`src/rtl/nes_pkg.sv`:
```
// Shared constants, button indices and scan FSM encoding for the NES/SNES pad scanner.
// Pure declarations: no latency, no flow control.
package nes_pkg;

   localparam int NES_BITS = 8;

   localparam int BTN_A      = 0;
   localparam int BTN_B      = 1;
   localparam int BTN_SELECT = 2;
   localparam int BTN_START  = 3;
   localparam int BTN_UP     = 4;
   localparam int BTN_DOWN   = 5;
   localparam int BTN_LEFT   = 6;
   localparam int BTN_RIGHT  = 7;

   typedef enum logic [2:0] {
      ST_IDLE,
      ST_LATCH,
      ST_LOW,
      ST_HIGH,
      ST_COMMIT
   } scan_state_t;

   function automatic int max_int(input int a, input int b);
      return (a > b) ? a : b;
   endfunction

endpackage

```
`src/rtl/nes_repeat_ctr.sv`:
```
// Per-button press/auto-repeat tracker, updated once per commit; press is a registered 1-cycle pulse.
// No backpressure: the consumer must take the pulse in the cycle it appears.
module nes_repeat_ctr
   import nes_pkg::*;
#(
   parameter int REPEAT_DELAY = 30,
   parameter int REPEAT_RATE  = 6
) (
   input  logic clk,
   input  logic reset_n,
   input  logic commit,
   input  logic pressed,
   output logic press
);

   localparam int            CW       = $clog2(max_int(REPEAT_DELAY, REPEAT_RATE) + 1);
   localparam logic [CW-1:0] DELAY_LD = CW'(REPEAT_DELAY);
   localparam logic [CW-1:0] RATE_LD  = CW'(REPEAT_RATE);
   localparam logic [CW-1:0] ONE      = CW'(1);

   logic [CW-1:0] cnt_q;
   logic          held_q;

   // A zero count while held means repeat is disabled; it only ever reloads from a pulse.
   always_ff @(posedge clk) begin
      if (!reset_n) begin
         cnt_q  <= '0;
         held_q <= 1'b0;
         press  <= 1'b0;
      end else begin
         press <= 1'b0;
         if (commit) begin
            held_q <= pressed;
            if (!pressed) begin
               cnt_q <= '0;
            end else if (!held_q) begin
               press <= 1'b1;
               cnt_q <= DELAY_LD;
            end else if (cnt_q > ONE) begin
               cnt_q <= cnt_q - ONE;
            end else if (cnt_q == ONE) begin
               press <= 1'b1;
               cnt_q <= RATE_LD;
            end
         end
      end
   end

endmodule

```
`src/rtl/nes_pad_scanner.sv`:
```
// Polls NUM_PADS NES pads on a shared latch/clock; results appear 17*HALF_CYCLES+1 cycles after scan start.
// No backpressure: buttons/press/frame_valid are published once per frame and must be taken as they come.
module nes_pad_scanner
   import nes_pkg::*;
#(
   parameter int NUM_PADS     = 2,
   parameter int HALF_CYCLES  = 152,
   parameter int POLL_CYCLES  = 419583,
   parameter int REPEAT_DELAY = 30,
   parameter int REPEAT_RATE  = 6
) (
   input  logic                         clk,
   input  logic                         reset_n,
   input  logic                         enable,
   input  logic [NUM_PADS-1:0]          nes_data,
   output logic                         nes_latch,
   output logic                         nes_clk,
   output logic [NES_BITS*NUM_PADS-1:0] buttons,
   output logic [NES_BITS*NUM_PADS-1:0] press,
   output logic                         frame_valid,
   output logic                         busy
);

   localparam int            PW        = $clog2(POLL_CYCLES);
   localparam int            HW        = $clog2(2 * HALF_CYCLES);
   localparam logic [PW-1:0] POLL_LAST = PW'(POLL_CYCLES - 1);
   localparam logic [HW-1:0] HALF_LAST = HW'(HALF_CYCLES - 1);
   localparam logic [HW-1:0] LTCH_LAST = HW'(2 * HALF_CYCLES - 1);

   scan_state_t   state_q, state_d;
   logic [PW-1:0] poll_q;
   logic [HW-1:0] hcnt_q, hcnt_d;
   logic [2:0]    bit_q, bit_d;
   logic          poll_tick;
   logic          latch_d, sclk_d, sample_en, commit;

   logic [NUM_PADS-1:0][NES_BITS-1:0] shift_q;
   logic [NES_BITS*NUM_PADS-1:0]      shift_flat;

   assign shift_flat = shift_q;
   assign poll_tick  = (poll_q == POLL_LAST);
   assign busy       = (state_q != ST_IDLE);

   // Free-running frame divider; ticks that find the FSM busy or disabled are simply lost.
   always_ff @(posedge clk) begin
      if (!reset_n) begin
         poll_q <= '0;
      end else if (poll_tick) begin
         poll_q <= '0;
      end else begin
         poll_q <= poll_q + 1'b1;
      end
   end

   always_ff @(posedge clk) begin
      if (!reset_n) begin
         state_q <= ST_IDLE;
         hcnt_q  <= '0;
         bit_q   <= '0;
      end else begin
         state_q <= state_d;
         hcnt_q  <= hcnt_d;
         bit_q   <= bit_d;
      end
   end

   always_comb begin
      state_d = state_q;
      hcnt_d  = hcnt_q + 1'b1;
      bit_d   = bit_q;
      unique case (state_q)
         ST_IDLE: begin
            hcnt_d = '0;
            if (poll_tick && enable) begin
               state_d = ST_LATCH;
               bit_d   = '0;
            end
         end
         ST_LATCH: begin
            if (hcnt_q == LTCH_LAST) begin
               state_d = ST_LOW;
               hcnt_d  = '0;
            end
         end
         ST_LOW: begin
            if (hcnt_q == HALF_LAST) begin
               hcnt_d  = '0;
               state_d = (bit_q == 3'd7) ? ST_COMMIT : ST_HIGH;
            end
         end
         ST_HIGH: begin
            if (hcnt_q == HALF_LAST) begin
               hcnt_d  = '0;
               state_d = ST_LOW;
               bit_d   = bit_q + 3'd1;
            end
         end
         ST_COMMIT: begin
            state_d = ST_IDLE;
            hcnt_d  = '0;
         end
         default: begin
            state_d = ST_IDLE;
            hcnt_d  = '0;
         end
      endcase
   end

   // Pad strobes are decoded from the next state and flopped, so the pins change on clean edges.
   always_comb begin
      latch_d   = (state_d == ST_LATCH);
      sclk_d    = (state_d == ST_HIGH);
      sample_en = (state_q == ST_LOW) && (hcnt_q == HALF_LAST);
      commit    = (state_q == ST_COMMIT);
   end

   always_ff @(posedge clk) begin
      if (!reset_n) begin
         nes_latch   <= 1'b0;
         nes_clk     <= 1'b0;
         frame_valid <= 1'b0;
      end else begin
         nes_latch   <= latch_d;
         nes_clk     <= sclk_d;
         frame_valid <= commit;
      end
   end

   // Pad data is active-low; sample just before the rising shift clock moves it on.
   always_ff @(posedge clk) begin
      if (!reset_n) begin
         shift_q <= '0;
      end else if (sample_en) begin
         for (int p = 0; p < NUM_PADS; p++) begin
            shift_q[p][bit_q] <= ~nes_data[p];
         end
      end
   end

   always_ff @(posedge clk) begin
      if (!reset_n) begin
         buttons <= '0;
      end else if (commit) begin
         buttons <= shift_flat;
      end
   end

   for (genvar i = 0; i < NES_BITS * NUM_PADS; i++) begin : g_rep
      nes_repeat_ctr #(
         .REPEAT_DELAY (REPEAT_DELAY),
         .REPEAT_RATE  (REPEAT_RATE)
      ) u_rep (
         .clk     (clk),
         .reset_n (reset_n),
         .commit  (commit),
         .pressed (shift_flat[i]),
         .press   (press[i])
      );
   end

endmodule
```
`config.mk`:
```
export PLATFORM = sky130hd
export DESIGN_NAME = nes_pad_scanner
export DESIGN_NICKNAME = d
export VERILOG_FILES = /design/src/rtl/nes_pkg.sv /design/src/rtl/nes_repeat_ctr.sv /design/src/rtl/nes_pad_scanner.sv
export SDC_FILE = /design/constraint.sdc
export NUM_CORES = 1
export LEC_CHECK = 0
export ABC_AREA = 1
export CAP_MARGIN = 5
export CORE_MARGIN = 1
export CORE_UTILIZATION = 35
export CTS_BUF_LIST = sky130_fd_sc_hd__clkbuf_4 sky130_fd_sc_hd__clkbuf_8
export DETAILED_ROUTE_END_ITERATION = 12
export DONT_BUFFER_PORTS = 1
export PLACE_DENSITY_LB_ADDON = 0.08
export SYNTH_ARGS = -nofsm -noshare
export SYNTH_HDL_FRONTEND = slang
export SYNTH_SLANG_ARGS = --single-unit
```
`constraint.sdc`:
```
create_clock -name clk -period 1.6 [get_ports clk]
set_input_delay 0.32 -clock clk [delete_from_list [all_inputs] [get_ports clk]]
set_output_delay 0.32 -clock clk [all_outputs]
set_load 0.01 [all_outputs]
```
==> flow_summary.json, run 1 <==
{
  "clock-skew-final_ns": 0.0115,
  "arrival_ns": 1.19,
  "drt-pass1-iter-count": 5,
  "power_density_nw_per_um2": 712,
  "detail_route.vias_per_cell": 4.60,
  "grt_start_max_net_pins": 62,
  "finalInstanceArea_um2": 10100,
  "net_count_after_synthesis": 1362,
  "postSynth.topFlopCell": "sky130_fd_sc_hd__dfxtp_1",
  "critPathRequiredTime_ns": 1.28,
  "synth_cell_types": 34,
  "drt_iter0_markers": 430,
  "post-layout-total-power_uw": 7210,
  "max_clock_freq_ghz": 0.663,
  "antenna_found_initial": 0,
  "placement_rows": 58,
  "path_max_fanout": 4,
  "clock_sinks": 165,
  "remaining_drc_errors": 0,
  "antenna_cells": 0,
  "multiInputGateArea_um2": 4910,
  "fp.dieW_um": 163,
  "relSlewSlack_pct": 71.1,
  "postLayoutCoreUtil_pct": 39.9,
  "globalRouteTotalUtil_pct": 16.6,
  "grt_first_pass_wirelength_um": 35500,
  "fraction_of_the_mapped_netlist_area_in_simple_logic_gates_pct": 32.7,
  "floorplan.initialDensity_pct": 35.8,
  "insertion_delay_ns": 0.46,
  "synthMuxAreaShare_pct": 0,
  "seq_area_frac_synth_pct": 36.4,
  "transition_time_of_the_tightest_slew_check_pin_ns": 0.430,
  "clk_path_buf_depth": 2,
  "h-tree-depth": 4,
  "synth_top_family_by_area": "simple AND/OR/NAND/NOR gates",
  "route.detailed.wl_per_inst_um": 12.5,
  "vias_in_the_first_global_route": 7403,
  "netlist_instances": 1320,
  "mappedNetlistArea_um2": 9080,
  "drt.antenna.violating_nets": 0,
  "floorplan.io_pins": 41,
  "gp_congestion": 0.819,
  "nNetsFinal": 1383,
  "class_of_the_most_critical_setup_path": "flip-flop to output pin",
  "synth_seq_cells": 165,
  "ir_worst_vdd_mv": 0.352,
  "synth_edf_count": 0,
  "synth_compound_gate_area_share_pct": 9.87,
  "dp_area_um2": 9540,
  "post_route_cells_drive_above_1_share_pct": 11.8,
  "ys_warn_count": 0,
  "power.static_leakage_uw": 0.00417,
  "total_number_of_vias": 7744,
  "fin_setup_tns_ns": 0,
  "rsz_0062_raised_after_global_routing": "yes",
  "critPathSlowestCell": "sky130_fd_sc_hd__dfxtp_1",
  "timing.final.ws_setup_ns": 0.0920,
  "die_height_um": 163,
  "crit_path_start": "state_q[2]$_SDFF_PN0_",
  "final.min_clock_period_ns": 1.51,
  "cts_tree": "done",
  "hold_violations": 0,
  "port_buffers": 0,
  "hold_path_startpoint": "reset_n",
  "syn_to_final_growth_pct": 11.5,
  "grt-ovfl-total": 0,
  "worstSetupStartpointType": "flip-flop",
  "layout.cells.most_common_list": "sky130_fd_sc_hd__nand2_1 (367), sky130_fd_sc_hd__inv_1 (167), sky130_fd_sc_hd__dfxtp_1 (158)",
  "detailedPlace.worstSlack_ns": 0.0165,
  "finalSetupViolations": 0,
  "drt-total-wl_um": 21000,
  "share_of_the_synthesized_netlist_area_taken_by_xor_and_xnor_gates_pct": 4.92,
  "mostFrequentLayoutCell": "sky130_fd_sc_hd__nand2_1",
  "adder_cell_area_share_of_the_yosys_netlist_pct": 5.10,
  "register_area_um2": 3310,
  "floorplan.core_area_um2": 25300,
  "asyncSetResetFlopFracSynth_pct": 0,
  "clk_pin_slew_ns": 0.08,
  "maxSlewViolCount": 0,
  "critical-path-max-stage-delay_ns": 0.38,
  "post_synthesis_mean_instance_area_um2": 6.88,
  "num-fill-cells": 2667,
  "min-delay-path-class": "input port to flip-flop",
  "outcome": "completed",
  "worstPathCellList": "buf_4 > inv_1 > nand2_1",
  "max_cap_viol_count": 0,
  "startpoint_of_the_worst_slack_reg_to_reg_timing_path": "hcnt_q[1]$_SDFF_PN0_",
  "die-area_um2": 26600,
  "dp.final_hpwl_um": 14900,
  "end_kind": "output pin",
  "final_min_period_over_clock_period_pct": 94.2,
  "cts.root.buffer_cell": "sky130_fd_sc_hd__clkbuf_8",
  "inserted_clock_buffers": 17
}
worst max-delay path, delay by kind of cell (launching register included):
family	cells	cell delay, ns
buf+inv	2	0.19
flops	1	0.38
simple gates	1	0.17
layout make-up:
class	count	share of cell area, %
Inverter	172	6.46
Timing Repair Buffer	55	4.51
Tap cell	330	4.08
Clock inverter	11	1.09
Clock buffer	20	2.60
Multi-Input combinational cell	930	48.5
Sequential cell	165	32.7
path summary, 6_finish.rpt:
path,cells past startpoint,slack (ns),to
min,2,0.10,g_rep[1].u_rep.cnt_q[2]$_SDFFE_PN0P_
min reg2reg,1,0.44,hcnt_q[0]$_SDFF_PN0_
max reg2reg,9,0.10,shift_flat[12]$_SDFFE_PN0P_
max,3,0.09,busy
synthesized netlist by cell type, types with 14 or more instances:
master                    instances  area (µm²)
sky130_fd_sc_hd__xor2_1          21         184
sky130_fd_sc_hd__o21ai_0         24         120
sky130_fd_sc_hd__dfxtp_1        165        3300
sky130_fd_sc_hd__nand2_1        372        1400
sky130_fd_sc_hd__ha_1            37         463
sky130_fd_sc_hd__nor3_1          33         165
sky130_fd_sc_hd__inv_1          168         631
sky130_fd_sc_hd__buf_4           33         248
sky130_fd_sc_hd__a21oi_1        113         566
sky130_fd_sc_hd__xnor2_1         30         263
sky130_fd_sc_hd__nand3_1         98         490
sky130_fd_sc_hd__nand4_1         14        87.6
sky130_fd_sc_hd__nor2_1         136         510
stage by stage:
stage                     std cells  hold WS, ns
after floorplan                1320        0.413
after global placement         1647        0.428
after detailed placement       1647        0.431
after CTS                      1680       0.0545
after global routing           1683       0.0739
final                          1683        0.101
repair_timing:
item | 4_1_cts | 5_1_grt
hold buffers | 2 | 0
resized for setup | 0 | 42
endpoints found under the setup margin | 0 | 67
buffers inserted | 0 | 3
endpoints found under the hold margin | 31 | 0
cell families after synthesis:
kind of cell | after synthesis
xor+xnor | 51
buf+inv | 225
fa+ha+maj | 37
compound gates | 155
simple gates | 687
flops | 165
flip-flops by register name, indices dropped and copies added, names as in the netlist:
register,count
poll_q,19
buttons,16
g_rep.u_rep.press,16
nes_clk,1
bit_q,3
shift_flat,16
state_q,3
g_rep.u_rep.cnt_q,80
frame_valid,1
hcnt_q,9
nes_latch,1
layer usage:
layer / GRT usage, % / wire length [µm]
met1: 21.9 / 10500
met2: 26.9 / 9380
met3: 3.43 / 763
met4: 5.61 / 309
met5: 0 / 0
power breakdown:
part | leakage, µW | switching (µW) | total (µW) | internal [µW]
logic | 0.00265 | 91.5 | 126 | 34.3
clock network | 0.000195 | 1530 | 2970 | 1430
registers | 0.00133 | 6.12 | 4110 | 4110
total | 0.00417 | 1630 | 7210 | 5580
(Power assumes the default switching activity.)
==> inputs of run 2 (changes only) <==
--- a/config.mk
+++ b/config.mk
@@ -13,6 +13,7 @@
 export DETAILED_ROUTE_END_ITERATION = 12
 export DONT_BUFFER_PORTS = 1
 export PLACE_DENSITY_LB_ADDON = 0.08
+export SLEW_MARGIN = 40
 export SYNTH_ARGS = -nofsm -noshare
 export SYNTH_HDL_FRONTEND = slang
 export SYNTH_SLANG_ARGS = --single-unit
==> constraint.sdc (replaced) <==
create_clock -name clk -period 1.2 [get_ports clk]
set_input_delay 0.24 -clock clk [delete_from_list [all_inputs] [get_ports clk]]
set_output_delay 0.24 -clock clk [all_outputs]
set_load 0.02 [all_outputs]
==> flow_summary.json, run 2 (same netlist as run 1, synthesis figures left out) <==
{
  "outcome": "complete, but fails checks",
  "failing_checks": "negative setup slack",
  "final.min_clock_period_ns": 1.54,
  "syn_to_final_growth_pct": 48.0,
  "ir_worst_vdd_mv": 0.437,
  "worstSetupStartpointType": "flip-flop",
  "port_buffers": 0,
  "met3_routed_wl_um": 541,
  "drt_iter0_markers": 356,
  "transition_time_of_the_tightest_slew_check_pin_ns": 0.444,
  "nNetsFinal": 1592,
  "power.share.combinational_pct": 2.9,
  "detailedPlace.worstSlack_ns": -0.233,
  "layout_top_registers": "g_rep.u_rep.cnt_q: 80 flops, poll_q: 19 flops",
  "dp_area_um2": 11000,
  "post_route_cells_drive_above_1_share_pct": 41.3,
  "max_flop_register": "g_rep.u_rep.cnt_q",
  "min-delay-path-class": "input port to flip-flop",
  "clock-skew-final_ns": 0.0183,
  "max_cap_viol_count": 0,
  "met2_wirelength_um": 12400,
  "clock_sinks": 165,
  "fin_setup_tns_ns": -31.21,
  "placement_rows": 58,
  "hold_violations": 0,
  "critical_path.endpoint": "busy",
  "final_cells": 1893,
  "max_clock_freq_ghz": 0.648,
  "postLayoutCoreUtil_pct": 53.1,
  "drt-pass1-iter-count": 5,
  "total_number_of_vias": 8743,
  "vias_in_the_first_global_route": 8530,
  "dp.final_hpwl_um": 16500,
  "mostFrequentLayoutCell": "sky130_fd_sc_hd__nand2_1",
  "maxSlewViolCount": 0,
  "arrival_ns": 1.30,
  "floorplan.io_pins": 41,
  "die_height_um": 163,
  "antenna_cells": 0,
  "gp_congestion": 0.826,
  "number_of_placed_instances_with_taps_included": 1804,
  "fp.dieW_um": 163,
  "remaining_drc_errors": 0,
  "grt_first_pass_wirelength_um": 41100,
  "die-area_um2": 26600,
  "ff2ff_setup_slack_ns": -0.30,
  "critPathRequiredTime_ns": 0.96,
  "top_signal_layer_used": "met4",
  "grt-ovfl-total": 0,
  "path_max_fanout": 2,
  "h-tree-depth": 4,
  "rr_worst_depth": 12,
  "finalInstanceArea_um2": 13400,
  "drt-total-wl_um": 24700,
  "power_report.internal_total_uw": 7540,
  "floorplan.core_area_um2": 25300,
  "detail_route.vias_per_cell": 4.62,
  "insertion_delay_ns": 0.46,
  "clk_pin_slew_ns": 0.09,
  "antenna_found_initial": 0,
  "r2r_end": "bit_q[0]$_SDFFE_PN0P_",
  "layout.cells.most_common_list": "sky130_fd_sc_hd__nand2_1 (310), sky130_fd_sc_hd__buf_4 (191), sky130_fd_sc_hd__inv_1 (149)",
  "clockPowerShare_pct": 41.3,
  "final_min_period_over_clock_period_pct": 129,
  "route.detailed.wl_per_inst_um": 13.0,
  "largest_reg_flops": 80,
  "crit_path_start": "state_q[0]$_SDFF_PN0_",
  "timing.final.ws_setup_ns": -0.344,
  "power.static_leakage_uw": 0.00564,
  "cts_tree": "done",
  "met1_length_um": 11600,
  "sequentialPowerShare_pct": 55.8,
  "p_sw_share_pct": 23.3,
  "grt_start_max_net_pins": 35,
  "inserted_clock_buffers": 17,
  "clk_path_buf_depth": 2,
  "floorplan.initialDensity_pct": 35.8,
  "rsz_0062_raised_after_global_routing": "yes",
  "cts.root.buffer_cell": "sky130_fd_sc_hd__clkbuf_8",
  "startpoint_of_the_worst_slack_reg_to_reg_timing_path": "poll_q[0]$_SDFF_PP0_",
  "class_of_the_most_critical_setup_path": "flip-flop to output pin",
  "end_kind": "output pin",
  "finalSetupViolations": 168,
  "switching_power_uw": 2290,
  "relSlewSlack_pct": 70.4,
  "power_density_nw_per_um2": 732,
  "globalRouteTotalUtil_pct": 19.1,
  "drt.antenna.violating_nets": 0
}
## run 2: cell count changes in the layout (fill, tap and decap cells not counted), sizes merged
cell / before / now
dlygate4sd3: 1 / 0
inv: 172 / 170
clkinv: 7 / 5
nand2: 375 / 376
bufinv: 2 / 1
clkinvlp: 2 / 3
buf: 54 / 263
clkbuf: 20 / 25
## run 2: per-stage QoR
| step | hold WS (ns) | total power [µW] |
|---|---|---|
| 6_report | 0.101 | 9830 |
| 5_1_grt | 0.0727 | 10200 |
| 4_1_cts | 0.0616 | 9980 |
| 3_5_place_dp | 0.379 | 5780 |
| 3_3_place_gp | 0.375 | 5780 |
| 2_1_floorplan | 0.416 | 5710 |
## run 2: timing repair
item                                    4_1_cts  5_1_grt
hold buffers                                  1        0
endpoints found under the setup margin      184      183
buffers inserted                             38       22
pin swaps                                    81       75
gates cloned                                  6        0
resized for setup                           266      153
endpoints found under the hold margin        35        0
## run 2: worst min path at each step
stage | slack [ns] | cells past startpoint | to | startpoint
floorplan | 0.42 | 1 | hcnt_q[0]$_SDFF_PN0_ | hcnt_q[0]$_SDFF_PN0_
global placement | 0.38 | 2 | shift_flat[12]$_SDFFE_PN0P_ | reset_n
detailed placement | 0.38 | 2 | shift_flat[0]$_SDFFE_PN0P_ | reset_n
CTS | 0.06 | 3 | g_rep[10].u_rep.press$_SDFF_PN0_ | reset_n
global route | 0.07 | 3 | shift_flat[1]$_SDFFE_PN0P_ | reset_n
finish | 0.10 | 3 | shift_flat[1]$_SDFFE_PN0P_ | reset_n
## run 2: area by class of cell
cell class / count / area [µm²]
flip-flops and latches: 165 / 3390
clock buffers: 25 / 319
fillers: 2421 / 11900
inverters: 172 / 676
well taps: 330 / 413
multi-input cells: 931 / 6100
repair buffers: 263 / 2470
clock inverters: 7 / 70.1
## run 2: power by group through the flow
stage	Sequential [µW]	Combinational [µW]	Clock, µW
after floorplan	5620	96.2	0
after global placement	5620	166	0
final	5480	289	4060
after detailed placement	5620	164	0
after CTS	5490	270	4220
after global routing	5490	314	4440
## run 2: layer usage
layer / global-route usage, % / vias to the layer above
met2: 34.1 / 62
met3: 2.95 / 11
met4: 4.50 / 0
li1: - / 4609
met1: 23.9 / 4061
met5: 0 / -
## run 2: critical path: stages (launching register included)
cell                      delay [ns]
sky130_fd_sc_hd__dfxtp_2        0.34
sky130_fd_sc_hd__nor2_4         0.11
sky130_fd_sc_hd__buf_6          0.11
sky130_fd_sc_hd__nand2_4        0.05
sky130_fd_sc_hd__buf_6          0.11
sky130_fd_sc_hd__buf_6          0.12
